File: src/rtl/inv_sqrt_dispatch.sv
// ---------------------------------------------------------------------------
// inv_sqrt_dispatch
//
// Request/response front end for the 16-bit fast inverse square root core.
// Half-precision operands are buffered in a small FIFO and issued one at a
// time. Each job starts with a one-cycle reset pulse to the core, and the
// operand is held stable until the job ends. The core result and its
// overflow/underflow flags are captured, exceptions are mapped to IEEE half
// encodings, and the result is held on a valid/ready output.
//
// Parameters
//   DEPTH    input FIFO entries (power of two, >= 2)
//   TIMEOUT  maximum cycles spent waiting on the core (>= 16)
//
// Ports
//   clk          clock, all logic on the rising edge
//   reset        synchronous active-high reset
//   in_valid     upstream operand valid
//   in_ready     FIFO can accept (registered, equals !full)
//   in_data      half-precision operand
//   out_valid    result held for downstream
//   out_ready    downstream accepts
//   out_data     half-precision result
//   out_ofuf     10 = overflow, 01 = underflow, 00 = none
//   out_timeout  core did not finish within TIMEOUT cycles
//   core_x       operand to the core, registered and held
//   core_reset   start/clear pulse to the core
//   core_done    core completion flag
//   core_result  core result
//   core_ofuf    core flags
// ---------------------------------------------------------------------------
module inv_sqrt_dispatch #(
    parameter int DEPTH   = 4,
    parameter int TIMEOUT = 255
) (
    input  logic        clk,
    input  logic        reset,
    input  logic        in_valid,
    output logic        in_ready,
    input  logic [15:0] in_data,
    output logic        out_valid,
    input  logic        out_ready,
    output logic [15:0] out_data,
    output logic [1:0]  out_ofuf,
    output logic        out_timeout,
    output logic [15:0] core_x,
    output logic        core_reset,
    input  logic        core_done,
    input  logic [15:0] core_result,
    input  logic [1:0]  core_ofuf
);

    localparam int PTR_W = $clog2(DEPTH);
    localparam int CNT_W = $clog2(DEPTH + 1);
    localparam int TMO_W = $clog2(TIMEOUT + 1);

    localparam logic [PTR_W-1:0] PTR_ONE  = PTR_W'(1'b1);
    localparam logic [CNT_W-1:0] CNT_ONE  = CNT_W'(1'b1);
    localparam logic [CNT_W-1:0] CNT_FULL = CNT_W'(DEPTH);
    localparam logic [TMO_W-1:0] TMO_ONE  = TMO_W'(1'b1);
    // Last WAIT cycle: the counter reaches TIMEOUT on this cycle's increment.
    localparam logic [TMO_W-1:0] TMO_LAST = TMO_W'(TIMEOUT - 1);

    localparam logic [15:0] HALF_QNAN    = 16'h7E00;
    localparam logic [15:0] HALF_POS_INF = 16'h7C00;
    localparam logic [15:0] HALF_ZERO    = 16'h0000;

    typedef enum logic [1:0] {
        ST_IDLE  = 2'd0,
        ST_START = 2'd1,
        ST_WAIT  = 2'd2,
        ST_HOLD  = 2'd3
    } state_t;

    // Map the core's flags onto the half-precision value handed downstream.
    function automatic logic [15:0] map_core_result(input logic [15:0] result,
                                                    input logic [1:0]  ofuf);
        logic [15:0] mapped;
        case (ofuf)
            2'b10:   mapped = HALF_POS_INF;
            2'b01:   mapped = HALF_ZERO;
            2'b00:   mapped = result;
            default: mapped = HALF_QNAN;  // both flags set is not a legal core report
        endcase
        return mapped;
    endfunction

    // FIFO storage and bookkeeping
    logic [15:0]      fifo_mem_r [DEPTH];
    logic [PTR_W-1:0] wr_ptr_r;
    logic [PTR_W-1:0] rd_ptr_r;
    logic [CNT_W-1:0] count_r;
    logic [CNT_W-1:0] count_next_s;
    logic             in_ready_r;
    logic             push_s;
    logic             pop_s;
    logic [15:0]      head_s;

    // FSM and job control
    state_t           state_r;
    state_t           state_s;
    logic [TMO_W-1:0] tmo_cnt_r;
    logic [TMO_W-1:0] tmo_cnt_s;
    logic             tmo_last_s;

    // Output registers and their next values
    logic [15:0] core_x_r;
    logic [15:0] core_x_s;
    logic        core_reset_r;
    logic        core_reset_s;
    logic        out_valid_r;
    logic        out_valid_s;
    logic [15:0] out_data_r;
    logic [15:0] out_data_s;
    logic [1:0]  out_ofuf_r;
    logic [1:0]  out_ofuf_s;
    logic        out_timeout_r;
    logic        out_timeout_s;

    assign push_s     = in_valid && in_ready_r;
    assign pop_s      = (state_r == ST_IDLE) && (count_r != '0);
    assign head_s     = fifo_mem_r[rd_ptr_r];
    assign tmo_last_s = (tmo_cnt_r == TMO_LAST);

    // Occupancy after this cycle's push and pop.
    always_comb begin
        count_next_s = count_r;
        case ({push_s, pop_s})
            2'b10:   count_next_s = count_r + CNT_ONE;
            2'b01:   count_next_s = count_r - CNT_ONE;
            default: count_next_s = count_r;
        endcase
    end

    // FIFO storage write; contents need no reset because count gates reads.
    always_ff @(posedge clk) begin
        if (push_s) begin
            fifo_mem_r[wr_ptr_r] <= in_data;
        end
    end

    // FIFO pointers, count and the registered ready flag.
    always_ff @(posedge clk) begin
        if (reset) begin
            wr_ptr_r   <= '0;
            rd_ptr_r   <= '0;
            count_r    <= '0;
            in_ready_r <= 1'b0;
        end else begin
            if (push_s) begin
                wr_ptr_r <= wr_ptr_r + PTR_ONE;
            end
            if (pop_s) begin
                rd_ptr_r <= rd_ptr_r + PTR_ONE;
            end
            count_r <= count_next_s;
            // Built from the post-update count, so a pop frees a slot one
            // cycle later rather than combinationally.
            in_ready_r <= (count_next_s != CNT_FULL);
        end
    end

    // FSM state register.
    always_ff @(posedge clk) begin
        if (reset) begin
            state_r <= ST_IDLE;
        end else begin
            state_r <= state_s;
        end
    end

    // FSM next-state logic.
    always_comb begin
        state_s = state_r;
        case (state_r)
            ST_IDLE: begin
                if (pop_s) begin
                    if (head_s[15]) begin
                        state_s = ST_HOLD;  // negative operands bypass the core
                    end else begin
                        state_s = ST_START;
                    end
                end else begin
                    state_s = ST_IDLE;
                end
            end
            ST_START: state_s = ST_WAIT;
            ST_WAIT: begin
                if (core_done || tmo_last_s) begin
                    state_s = ST_HOLD;
                end else begin
                    state_s = ST_WAIT;
                end
            end
            ST_HOLD: begin
                if (out_ready) begin
                    state_s = ST_IDLE;
                end else begin
                    state_s = ST_HOLD;
                end
            end
            default: state_s = ST_IDLE;
        endcase
    end

    // FSM output logic: next values for the registered outputs and counter.
    always_comb begin
        core_x_s      = core_x_r;
        core_reset_s  = 1'b0;
        out_valid_s   = out_valid_r;
        out_data_s    = out_data_r;
        out_ofuf_s    = out_ofuf_r;
        out_timeout_s = out_timeout_r;
        tmo_cnt_s     = tmo_cnt_r;
        case (state_r)
            ST_IDLE: begin
                out_valid_s = 1'b0;
                if (pop_s) begin
                    if (head_s[15]) begin
                        out_valid_s   = 1'b1;
                        out_data_s    = HALF_QNAN;
                        out_ofuf_s    = 2'b00;
                        out_timeout_s = 1'b0;
                    end else begin
                        core_x_s     = head_s;
                        core_reset_s = 1'b1;  // high during START, clears stale done
                    end
                end else begin
                    core_reset_s = 1'b0;
                end
            end
            ST_START: begin
                tmo_cnt_s = '0;
            end
            ST_WAIT: begin
                tmo_cnt_s = tmo_cnt_r + TMO_ONE;
                if (core_done) begin
                    // A completion on the last allowed cycle still wins.
                    out_valid_s   = 1'b1;
                    out_data_s    = map_core_result(core_result, core_ofuf);
                    out_ofuf_s    = core_ofuf;
                    out_timeout_s = 1'b0;
                end else if (tmo_last_s) begin
                    out_valid_s   = 1'b1;
                    out_data_s    = HALF_QNAN;
                    out_ofuf_s    = 2'b00;
                    out_timeout_s = 1'b1;
                    core_reset_s  = 1'b1;  // abort the hung computation
                end else begin
                    out_valid_s = 1'b0;
                end
            end
            ST_HOLD: begin
                if (out_ready) begin
                    out_valid_s = 1'b0;
                end else begin
                    out_valid_s = 1'b1;
                end
            end
            default: begin
                out_valid_s = 1'b0;
            end
        endcase
    end

    // Output and job-counter registers.
    always_ff @(posedge clk) begin
        if (reset) begin
            core_x_r      <= 16'h0000;
            core_reset_r  <= 1'b1;
            out_valid_r   <= 1'b0;
            out_data_r    <= 16'h0000;
            out_ofuf_r    <= 2'b00;
            out_timeout_r <= 1'b0;
            tmo_cnt_r     <= '0;
        end else begin
            core_x_r      <= core_x_s;
            core_reset_r  <= core_reset_s;
            out_valid_r   <= out_valid_s;
            out_data_r    <= out_data_s;
            out_ofuf_r    <= out_ofuf_s;
            out_timeout_r <= out_timeout_s;
            tmo_cnt_r     <= tmo_cnt_s;
        end
    end

    assign in_ready    = in_ready_r;
    assign out_valid   = out_valid_r;
    assign out_data    = out_data_r;
    assign out_ofuf    = out_ofuf_r;
    assign out_timeout = out_timeout_r;
    assign core_x      = core_x_r;
    // The core is held cleared for every cycle reset is asserted, including
    // the first one before the registered pulse has been loaded.
    assign core_reset  = core_reset_r | reset;

endmodule

File: config.mk
export PLATFORM = sky130hd
export DESIGN_NAME = inv_sqrt_dispatch
export DESIGN_NICKNAME = d
export VERILOG_FILES = /design/src/rtl/inv_sqrt_dispatch.sv
export SDC_FILE = /design/constraint.sdc
export NUM_CORES = 1
export LEC_CHECK = 0
export ABC_AREA = 1
export CAP_MARGIN = 40
export CORE_MARGIN = 10
export CORE_UTILIZATION = 45
export CTS_BUF_LIST = sky130_fd_sc_hd__clkbuf_2 sky130_fd_sc_hd__clkbuf_4 sky130_fd_sc_hd__clkbuf_8
export DETAILED_ROUTE_END_ITERATION = 10
export GPL_TIMING_DRIVEN = 0
export PLACE_DENSITY = 0.73
export SYNTH_ARGS = -nofsm -noshare
export SYNTH_HDL_FRONTEND = slang
export SYNTH_SLANG_ARGS = --single-unit
File: constraint.sdc
create_clock -name clk -period 2.8 [get_ports clk]
set_clock_uncertainty 0.05 [all_clocks]
set_input_delay 0.7 -clock clk [delete_from_list [all_inputs] [get_ports clk]]
set_output_delay 0.7 -clock clk [all_outputs]
set_load 0.01 [all_outputs]
==> flow_metrics.py <==
metrics = {
    "clock_tree": {
        "cts_resized": 3,
        "cts_hold_buf": 0,
        "cts_tree": "done",
        "cts-htree-levels": 4,
        "clk_latency_ns": 0.44,
        "cts.sinks": 120,
        "cts-buffers-inserted": 17,
        "cts_buffer_depth": 2,
        "cts_root_buffer": "clkbuf_8",
        "clk_pin_slew_ns": 0.07,
        "cts_setup_buffers": 0,
    },
    "critical_path": {
        "timing.critical_path.fanout_max": 10,
        "worstPathRequired_ns": 2.05,
        "reg2reg_to": "in_ready",
        "start_kind": "input pin",
        "r2r_start": "state_r[1]",
        "reg2reg_slack_ns": 0.37,
        "ff2ff_path_depth": 12,
        "crit_type": "in -> out",
        "end_kind": "output port",
        "cp_data_arrival_time_ns": 1.91,
    },
    "place": {
        "place.gp.congestion": 0.845,
        "place.port_buffers": 75,
        "dp_hpwl_mm": 8.25,
        "dpl_cell_area_um2": 5950,
    },
    "route": {
        "first_pass_iters": 6,
        "vias": 3812,
        "wl_mm": 11.6,
        "postRouteAntennaNets": 0,
        "drt_iter0_drc": 262,
        "viasPerCell": 5.00,
        "route.detailed.drc": 0,
        "wl_per_cell_um": 15.2,
    },
    "logic_synthesis": {
        "yosysMostFrequentCell": "nor2_1",
        "ys_async_sr_fraction_pct": 0,
        "synth_top_area_cell": "edfxtp_1",
        "synth_edf_count": 64,
        "ys_seq_area_share_pct": 61.5,
        "netlist.area_leader.share_pct": 38.8,
        "synth_area_per_cell_um2": 9.69,
        "synthFlopType": "edfxtp_1",
        "yosys_warnings": 0,
        "syn_nets": 563,
        "synth_cell_type_count": 35,
        "syn_area_um2": 4950,
        "ys_ff_latch": 120,
        "synth_area_leaders": "edfxtp_1, dfxtp_1, nor2_1",
        "ys_top_cells_by_count": "nor2_1, edfxtp_1, nand2_1, dfxtp_1, o21ai_0",
        "syn_inst": 511,
    },
    "power_and_ir_drop": {
        "power.share.combinational_pct": 40.0,
        "power.total_mw": 7.14,
        "swShare_pct": 35.7,
        "intPower_mw": 4.59,
        "p_leak_nw": 2.53,
        "ir_drop_uv": 494,
        "p_clk_share_pct": 26.0,
        "power-per-cell-area_nw_per_um2": 1110,
        "sequentialPowerShare_pct": 34.0,
        "switching_power_mw": 2.55,
    },
    "sta": {
        "maxSlewViolCount": 0,
        "fin_tns_setup_ns": 0,
        "tightest_slew_ns": 0.572,
        "fin_crit_ns": 2.66,
        "rsz0062_at_grt": "false",
        "hold_viol_final": 0,
        "relSlewSlack_pct": 61.8,
        "max_freq_mhz": 376,
        "finalSetupViolCount": 0,
        "min_period_over_period_pct": 95.0,
    },
    "final_layout": {
        "synthToLayoutAreaGrowth_pct": 29.9,
        "fin_nets": 661,
        "multi_input_area_um2": 1620,
        "diodes": 0,
        "nFillCells": 887,
        "fin_area_um2": 6430,
        "seq_area_um2": 3040,
        "drive_above_1_share_pct": 10.8,
        "final_core_util_pct": 59.6,
    },
    "global_route": {
        "grt_pass1_vias": 3883,
        "overflow": 0,
        "antenna_found_initial": 0,
        "grt_max_degree": 17,
        "grt_use_met2_pct": 26.0,
        "grt_pass1_wl_mm": 18.8,
        "use_met1_pct": 16.0,
        "met3_usage_pct": 4.89,
        "grt_usage_pct": 14.9,
        "gr-max-usage-layer": "met2",
    },
    "floorplan": {
        "die-height_um": 125,
        "ios": 77,
        "die_w_um": 125,
        "initial_core_util_pct": 45.9,
        "die-area_um2": 15600,
        "core_area_um2": 10800,
        "row_count": 38,
    },
    "min_path": {
        "hold_path.class": "reg -> reg",
        "min_from": "rd_ptr_r[1]",
        "whs_path_depth": 2,
    },
    "run_status": {
        "status": "complete, no violations",
    },
    "job": {
        "cap_violations": 0,
    },
}
## layout by cell type (no fill, tap or decap), types with 2 or more instances in the layout
| master | synthesis | layout |
|---|---|---|
| clkbuf_8 | 0 | 17 |
| nand2_4 | 2 | 2 |
| clkbuf_4 | 0 | 4 |
| nor2_2 | 0 | 4 |
| inv_1 | 45 | 45 |
| a211oi_1 | 2 | 2 |
| clkinv_4 | 0 | 3 |
| nand3_1 | 18 | 18 |
| a21oi_1 | 32 | 32 |
| or2_2 | 2 | 2 |
| nand2_1 | 57 | 57 |
| clkbuf_1 | 12 | 11 |
| clkinv_2 | 0 | 2 |
| edfxtp_1 | 64 | 64 |
| nor2_1 | 107 | 103 |
| nor3_1 | 2 | 2 |
| o21ai_1 | 6 | 6 |
| o21ai_0 | 46 | 46 |
| nand2_2 | 3 | 3 |
| dfxtp_1 | 56 | 56 |
| xor2_1 | 2 | 2 |
| buf_4 | 6 | 6 |
| bufinv_16 | 0 | 6 |
| clkdlybuf4s50_1 | 0 | 74 |
| nand3_2 | 3 | 3 |
| buf_2 | 3 | 3 |
| inv_2 | 3 | 3 |
| o22ai_1 | 15 | 15 |
| ha_1 | 12 | 12 |
| buf_8 | 0 | 4 |
## power by group through the flow
stage	registers [mW]	logic [mW]	clock network (mW)
after floorplan	2.55	1.67	0
after global placement	2.45	2.72	0
after detailed placement	2.46	2.84	0
after CTS	2.43	2.87	1.88
after global routing	2.47	3.18	1.96
final	2.43	2.86	1.86
## final cells by class
cell class,instances,area share [%]
clock buffer,20,3.99
multi-input combinational,321,25.2
tap,140,2.72
buffer,22,1.87
clock inverter,12,3.48
timing repair buffer,79,12.6
sequential,120,47.3
inverter,48,2.80
## sequential cells by signal (all words and copies together), names as in the netlist, named ones only
name / cells
count_r: 3
tmo_cnt_r: 8
fifo_mem_r: 64
rd_ptr_r: 2
wr_ptr_r: 2
out_data: 16
core_x: 15
in_ready: 1
out_timeout: 1
core_reset_r: 1
out_valid: 1
out_ofuf: 2
state_r: 2
## worst max path at each step
stage                     from          to
finish                   reset  core_reset
global route             reset  core_reset
CTS                      reset  core_reset
detailed placement       reset  core_reset
global placement         reset  core_reset
floorplan           state_r[0]    in_ready
## layer usage
metal  vias to the layer above  share of wire [%]
li1                       1907                  -
met1                      1795                 42
met2                        93                 52
met3                        17                5.0
met4                         0                1.8
met5                         -                  0
## worst max-delay path, cell delays in order
cell and delay, ns:
clkdlybuf4s50_1 0.42, clkbuf_4 0.20, or2_2 0.31, dlygate4sd2_1 0.29
## stage by stage
step | instances | worst slack [ns] | hold WS (ns)
global placement | 726 | -0.246 | 0.398
global route | 762 | 0.0986 | 0.451
floorplan | 511 | 0.680 | 0.386
finish | 762 | 0.140 | 0.415
CTS | 762 | 0.132 | 0.428
detailed placement | 730 | -0.268 | 0.417
## cells by family after synthesis
kind of cell | Yosys count | share of synthesized area [%]
AO/OA/AOI/OAI | 105 | 11.5
XOR/XNOR | 3 | 0.531
adder cells (fa/ha/maj) | 13 | 3.44
buffers and inverters | 70 | 5.99
flip-flops | 120 | 61.5
other | 1 | 0.0758
AND/OR/NAND/NOR | 199 | 17.0
Note: power is estimated with default switching activity, not from simulation.
